$ cat src/rtl/gradient_tx_packer.sv
// gradient_tx_packer
// Packs a stream of float gradients into wide lines of DATALINE_SIZE lanes.
// A line closes when its last lane is written or when a batch ends.
// Each closed line carries a per-byte TKEEP mask, and TLAST marks the final line of a batch.
// There are two line stages. The assembly line gathers lanes and can hold one
// closed line while it waits. The output register presents lines downstream.
// Optional feature: define GRADIENT_TX_ZERO_PAD_EN to drive unused lanes of a
// partial line to zero. Without it, those lanes carry stale data.
module gradient_tx_packer #(
  parameter int FLOAT_SIZE    = 32,
  parameter int DATALINE_SIZE = 16
) (
  input  logic                                clk,
  input  logic                                rst,
  input  logic [31:0]                         num_gradients,
  input  logic [FLOAT_SIZE-1:0]               batch_gradient_TDATA,
  input  logic                                batch_gradient_TVALID,
  output logic                                batch_gradient_TREADY,
  output logic [FLOAT_SIZE*DATALINE_SIZE-1:0] m_axis_tx_data_TDATA,
  output logic [FLOAT_SIZE*DATALINE_SIZE/8-1:0] m_axis_tx_data_TKEEP,
  output logic                                m_axis_tx_data_TVALID,
  output logic                                m_axis_tx_data_TLAST,
  input  logic                                m_axis_tx_data_TREADY
);

  localparam int LINE_W     = FLOAT_SIZE * DATALINE_SIZE;
  localparam int KEEP_W     = LINE_W / 8;
  localparam int LANE_BYTES = FLOAT_SIZE / 8;
  localparam int LANE_W     = $clog2(DATALINE_SIZE);
  localparam logic [LANE_W-1:0] LAST_LANE = LANE_W'(DATALINE_SIZE - 1);

  localparam logic [0:0] IDLE  = 1'b0;
  localparam logic [0:0] ACCUM = 1'b1;

  logic [0:0]        state;
  logic [31:0]       remaining;
  logic [LANE_W-1:0] lane_idx;
  logic              ready_en;

  logic [LINE_W-1:0] asm_data;
  logic [KEEP_W-1:0] asm_keep;
  logic              asm_last;
  logic              asm_closed;

  logic [LINE_W-1:0] out_data;
  logic [KEEP_W-1:0] out_keep;
  logic              out_last;
  logic              out_valid;

  logic              out_free;
  logic              grad_ready;
  logic              accept;
  logic [31:0]       batch_len;
  logic              is_last;
  logic              close_now;
  logic              move_pending;
  logic              direct;
  logic              park;
  logic [LINE_W-1:0] line_data;
  logic [KEEP_W-1:0] line_keep;

  // Handshake decisions and routing of a closing line
  always_comb begin
    out_free     = !out_valid || m_axis_tx_data_TREADY;
    grad_ready   = ready_en && (!asm_closed || out_free);
    accept       = batch_gradient_TVALID && grad_ready;
    batch_len    = (num_gradients == 32'd0) ? 32'd1 : num_gradients;
    is_last      = (state == IDLE) ? (batch_len == 32'd1) : (remaining == 32'd1);
    close_now    = accept && ((lane_idx == LAST_LANE) || is_last);
    move_pending = asm_closed && out_free;
    direct       = close_now && out_free && !asm_closed;
    park         = close_now && !direct;
  end

  // Assembly line with the incoming gradient merged into its lane
  always_comb begin
`ifdef GRADIENT_TX_ZERO_PAD_EN
    line_data = (lane_idx == '0) ? '0 : asm_data;
`else
    line_data = asm_data;
`endif
    line_data[int'(lane_idx) * FLOAT_SIZE +: FLOAT_SIZE] = batch_gradient_TDATA;
    line_keep = '0;
    for (int k = 0; k < DATALINE_SIZE; k++) begin
      line_keep[k * LANE_BYTES +: LANE_BYTES] =
        (k <= int'(lane_idx)) ? {LANE_BYTES{1'b1}} : {LANE_BYTES{1'b0}};
    end
  end

  // Batch tracking: open/close state, remaining count and lane position
  always_ff @(posedge clk or negedge rst) begin
    if (!rst) begin
      state     <= IDLE;
      remaining <= '0;
      lane_idx  <= '0;
      ready_en  <= 1'b0;
    end else begin
      ready_en <= 1'b1;
      if (accept) begin
        lane_idx <= close_now ? '0 : lane_idx + 1'b1;
        if (is_last) begin
          state     <= IDLE;
          remaining <= '0;
        end else begin
          state     <= ACCUM;
          remaining <= (state == IDLE) ? batch_len - 32'd1 : remaining - 32'd1;
        end
      end
    end
  end

  // Assembly storage. A closed line parks here if the output register is busy.
  always_ff @(posedge clk or negedge rst) begin
    if (!rst) begin
      asm_data   <= '0;
      asm_keep   <= '0;
      asm_last   <= 1'b0;
      asm_closed <= 1'b0;
    end else begin
      if (accept) asm_data <= line_data;
      if (park) begin
        asm_closed <= 1'b1;
        asm_keep   <= line_keep;
        asm_last   <= is_last;
      end else if (move_pending) begin
        asm_closed <= 1'b0;
      end
    end
  end

  // One-entry output register. It takes a parked line first, otherwise a directly closed line.
  always_ff @(posedge clk or negedge rst) begin
    if (!rst) begin
      out_data  <= '0;
      out_keep  <= '0;
      out_last  <= 1'b0;
      out_valid <= 1'b0;
    end else if (move_pending) begin
      out_data  <= asm_data;
      out_keep  <= asm_keep;
      out_last  <= asm_last;
      out_valid <= 1'b1;
    end else if (direct) begin
      out_data  <= line_data;
      out_keep  <= line_keep;
      out_last  <= is_last;
      out_valid <= 1'b1;
    end else if (m_axis_tx_data_TREADY) begin
      out_valid <= 1'b0;
    end
  end

  assign batch_gradient_TREADY = grad_ready;
  assign m_axis_tx_data_TDATA  = out_data;
  assign m_axis_tx_data_TKEEP  = out_keep;
  assign m_axis_tx_data_TLAST  = out_last;
  assign m_axis_tx_data_TVALID = out_valid;

endmodule

$ cat config.mk
export PLATFORM = sky130hd
export DESIGN_NAME = gradient_tx_packer
export DESIGN_NICKNAME = d
export VERILOG_FILES = /design/src/rtl/gradient_tx_packer.sv
export SDC_FILE = /design/constraint.sdc
export NUM_CORES = 2
export LEC_CHECK = 0
export CAP_MARGIN = 5
export CORE_MARGIN = 2
export CORE_UTILIZATION = 55
export CTS_CLUSTER_DIAMETER = 120
export DETAILED_ROUTE_END_ITERATION = 8
export DONT_BUFFER_PORTS = 1
export PLACE_DENSITY_LB_ADDON = 0.1
export RECOVER_POWER = 25
export SLEW_MARGIN = 20
export SYNTH_ARGS = -nofsm -noshare
export SYNTH_HDL_FRONTEND = slang
export SYNTH_SLANG_ARGS = --single-unit
$ cat constraint.sdc
create_clock -name clk -period 4 [get_ports clk]
set_clock_uncertainty 0.1 [all_clocks]
set_input_delay 0.8 -clock clk [delete_from_list [all_inputs] [get_ports clk]]
set_output_delay 0.8 -clock clk [all_outputs]
set_load 0.005 [all_outputs]
==> results.yml <==
placement:
  dp_slack_ns: 0.416
  place_hpwl_um: 92000
  placed_area_sq_um: 47200
  portBuffers: 0
  place_congestion: 0.880
sta:
  worstMarginPinSlew_ns: 3.31
  slew_headroom_pct: -121
  hold_viol: 0
  setup_viol: 0
  min_period_ns: 3.74
  drv_slew: 262
  tns_ns: 0
  period_share_pct: 93.5
  max_freq_mhz: 267
  rsz0062_at_grt: "false"
  timing.final.ws_setup_ns: 0.261
grt:
  grt_pass1_vias: 32600
  track_usage_pct: 31.4
  grt_max_degree: 1099
  gr-total-overflow: 0
  grt_pass1_wl_um: 207000
  antenna_found_initial: 8
routing:
  vias: 35500
  wl_um: 138000
  drtIter0Drc: 3029
  wl_per_cell_um: 21.8
  dr.pass1.iters: 8
  ant_nets: 0
  via_per_inst: 5.61
  drc_errors: 0
power_and_ir_drop:
  p_per_area_nw_per_um2: 666
  net-switching-power_uw: 11900
  intPower_uw: 22200
  seqPwrFrac_pct: 45.0
  ir_worst_vdd_uv: 379
  p_leak_uw: 0.0218
  clkPwrFrac_pct: 32.2
  pwr-share-comb_pct: 22.8
  switching_share_pct: 35.0
synth:
  yosysUniqueCellTypes: 55
  synth_top_area_cell: "dfrtp_1"
  yosys-top-cells-area: "dfrtp_1 (59%), nand2_1 (10%), o21ai_0 (9.8%)"
  synth_top_cell_area_share_pct: 59.0
  synth-edff-count: 0
  synth-simple-area-share_pct: 16.9
  yosys_warnings: 0
  syn-mean-instance-area_sq_um: 8.82
  synth_fa_ha_area_share_pct: 0.242
  netlist_area_sq_um: 46600
  muxShareOfSynthArea_pct: 0.223
  syn-num-nets: 5358
  ys.flop_type: "dfrtp_1"
  synth_top_family_by_area: "compound AO/OA/AOI/OAI gates"
  syn_inst: 5281
  seq_area_frac_synth_pct: 59.0
  ys_ff_latch: 1098
  synth_xor_xnor_area_share_pct: 0.546
  synth_compound_area_share_pct: 18.8
  synthArstFlopShare_pct: 100
worst_setup_path:
  criticalPathCategory: "register to register"
  crit_slowest_cell: "or4_1"
  worstPathArrival_ns: 4.17
  critPathCaptureType: "register"
  path_max_fanout: 106
  crit_required_ns: 4.43
  crit_chain: "or4_1, or4_4, or4_1, o21ai_4, o31ai_4, buf_12, buf_12, nand2_1, o21ai_0"
  cp-start-kind: "register"
  slowest_delay_ns: 0.68
finish:
  area_growth_pct: 10.1
  fin_nets: 5162
  finalInstanceArea_sq_um: 51300
  n_fill_cell: 7210
  drive_above_1_share_pct: 6.47
clocking:
  clockBufferDepth: 3
  postCtsSetupRepairBufs: 0
  cts_made_buffers: 112
  clock_latency_ns: 0.68
  postCtsResizedCells: 0
  cts_sinks: 1098
  ctsRootBufferMaster: "clkbuf_16"
  clk_pin_slew_ns: 0.06
  htreeDepth: 3
  cts_tree: "yes"
run:
  cap_violations: 2
floorplanning:
  die-area_sq_um: 87000
  initial_core_util_pct: 55.6
  dieHeight_um: 295
  fp.dieW_um: 295
  ios: 647
  core.rowCount: 106
  core_sq_um: 83700
min_path:
  hp-class: "primary input to async pin"
status:
  violations: "capacitance limit, slew limit"
  status: "finished, violations left"
==> final timing paths <==
check	startpoint	endpoint	slack, ns	cells after the start
worst max-delay path	remaining[20]	m_axis_tx_data_TDATA[507]	0.26	9
worst min-delay path	rst	asm_data[271]	0.08	1
worst max register to register	remaining[20]	m_axis_tx_data_TDATA[507]	0.26	9
worst min register to register	asm_keep[3]	asm_keep[3]	0.37	1
max in group asynchronous	rst	asm_data[447]	0.63	2
min in group clk	num_gradients[31]	remaining[31]	0.26	2
==> worst max-delay path, delay by kind of cell (launching register included) <==
| kind | cells | cell delay (ns) |
|---|---|---|
| AO/OA/AOI/OAI | 3 | 0.42 |
| flip-flops | 1 | 0.43 |
| AND/OR/NAND/NOR | 4 | 1.99 |
| buffers and inverters | 2 | 0.47 |
==> through the flow <==
| stage | hold WS, ns | instances | power (uW) | util, % |
|---|---|---|---|---|
| floorplan | 0.335 | 5281 | 20000 | - |
| global placement | 0.352 | 6098 | 22800 | 56.4 |
| detailed placement | 0.355 | 6098 | 23100 | 56.4 |
| CTS | -0.268 | 6308 | 34100 | 61.1 |
| global route | 0.160 | 6315 | 36100 | 61.3 |
| finish | 0.0823 | 6319 | 34100 | 61.3 |
==> registers in the layout, indices dropped and copies added, names as in the netlist, 4 cells and up <==
register              flops
asm_data                512
asm_keep                 16
lane_idx                  4
m_axis_tx_data_TDATA    512
m_axis_tx_data_TKEEP     16
remaining                32
==> cell usage after synthesis (3+ instances only) <==
cell	instances
o21ai_0	907
nor4_1	21
a31oi_1	6
or2_2	4
o211ai_1	5
xor2_1	20
nor3_1	26
and3_1	3
clkbuf_1	303
a211oi_1	3
o22ai_1	5
nand2_1	1262
a22o_1	6
nand4_1	8
xnor2_1	9
or3_1	9
dfrtp_1	1098
inv_1	14
nand4b_1	5
nand3_1	29
or4_1	9
nand2b_1	4
nor2_1	575
a21oi_1	548
nand3b_1	4
a22oi_1	7
nor2b_1	34
o311ai_0	3
o31ai_1	7
mux2i_1	7
buf_6	23
buf_2	33
ha_1	9
buf_4	49
mux2_2	3
o21ai_1	200
==> metal layers <==
layer / wire (um) / global-route usage, % / up-vias
met2: 62500 / 48.2 / 1168
li1: - / - / 17200
met3: 13200 / 9.73 / 241
met4: 5500 / 12.5 / 4
met1: 56500 / 41.9 / 16800
met5: 26 / 0 / -
==> logic make-up after synthesis <==
group / count (synthesis)
and+or+nand+nor: 1999
AOI/OAI and AO/OA: 1711
DFF: 1098
buffers and inverters: 424
xor gates and xnor gates: 29
muxes: 10
adders and majority gates: 9
other: 1
==> cells in the final DEF, fill, tap and decap left out, types with 16 or more instances in the layout <==
master,synthesis,final
nor2_1,575,573
nor2b_1,34,34
nand2_1,1262,1246
xor2_1,20,19
nand3_2,0,16
o21ai_0,907,907
dfrtp_1,1098,1097
clkinv_2,0,22
a21oi_1,548,546
o21ai_1,200,200
buf_4,49,70
buf_12,0,24
nor3_1,26,26
clkbuf_8,0,29
clkbuf_16,0,112
nor4_1,21,21
nand2_2,0,16
clkbuf_1,303,27
==> final cells by class <==
| type | instances | area (sq um) | area share, % |
|---|---|---|---|
| antenna | 4 | 10.0 | 0.0195 |
| clock buffer | 168 | 3300 | 6.44 |
| clock inverter | 42 | 609 | 1.19 |
| inverter | 14 | 52.6 | 0.102 |
| multi-input combinational | 3759 | 17300 | 33.7 |
| sequential | 1098 | 27500 | 53.6 |
| tap | 1134 | 1420 | 2.77 |
| timing repair buffer | 100 | 1130 | 2.20 |
==> power groups by stage <==
stage	sequential [uW]	combinational, uW	clock, uW
2_1_floorplan	14800	5240	0
4_1_cts	15400	7560	11200
3_3_place_gp	15500	7370	0
5_1_grt	15700	8790	11600
6_report	15400	7760	11000
3_5_place_dp	15500	7540	0
Power figures use the tool's default switching activity.
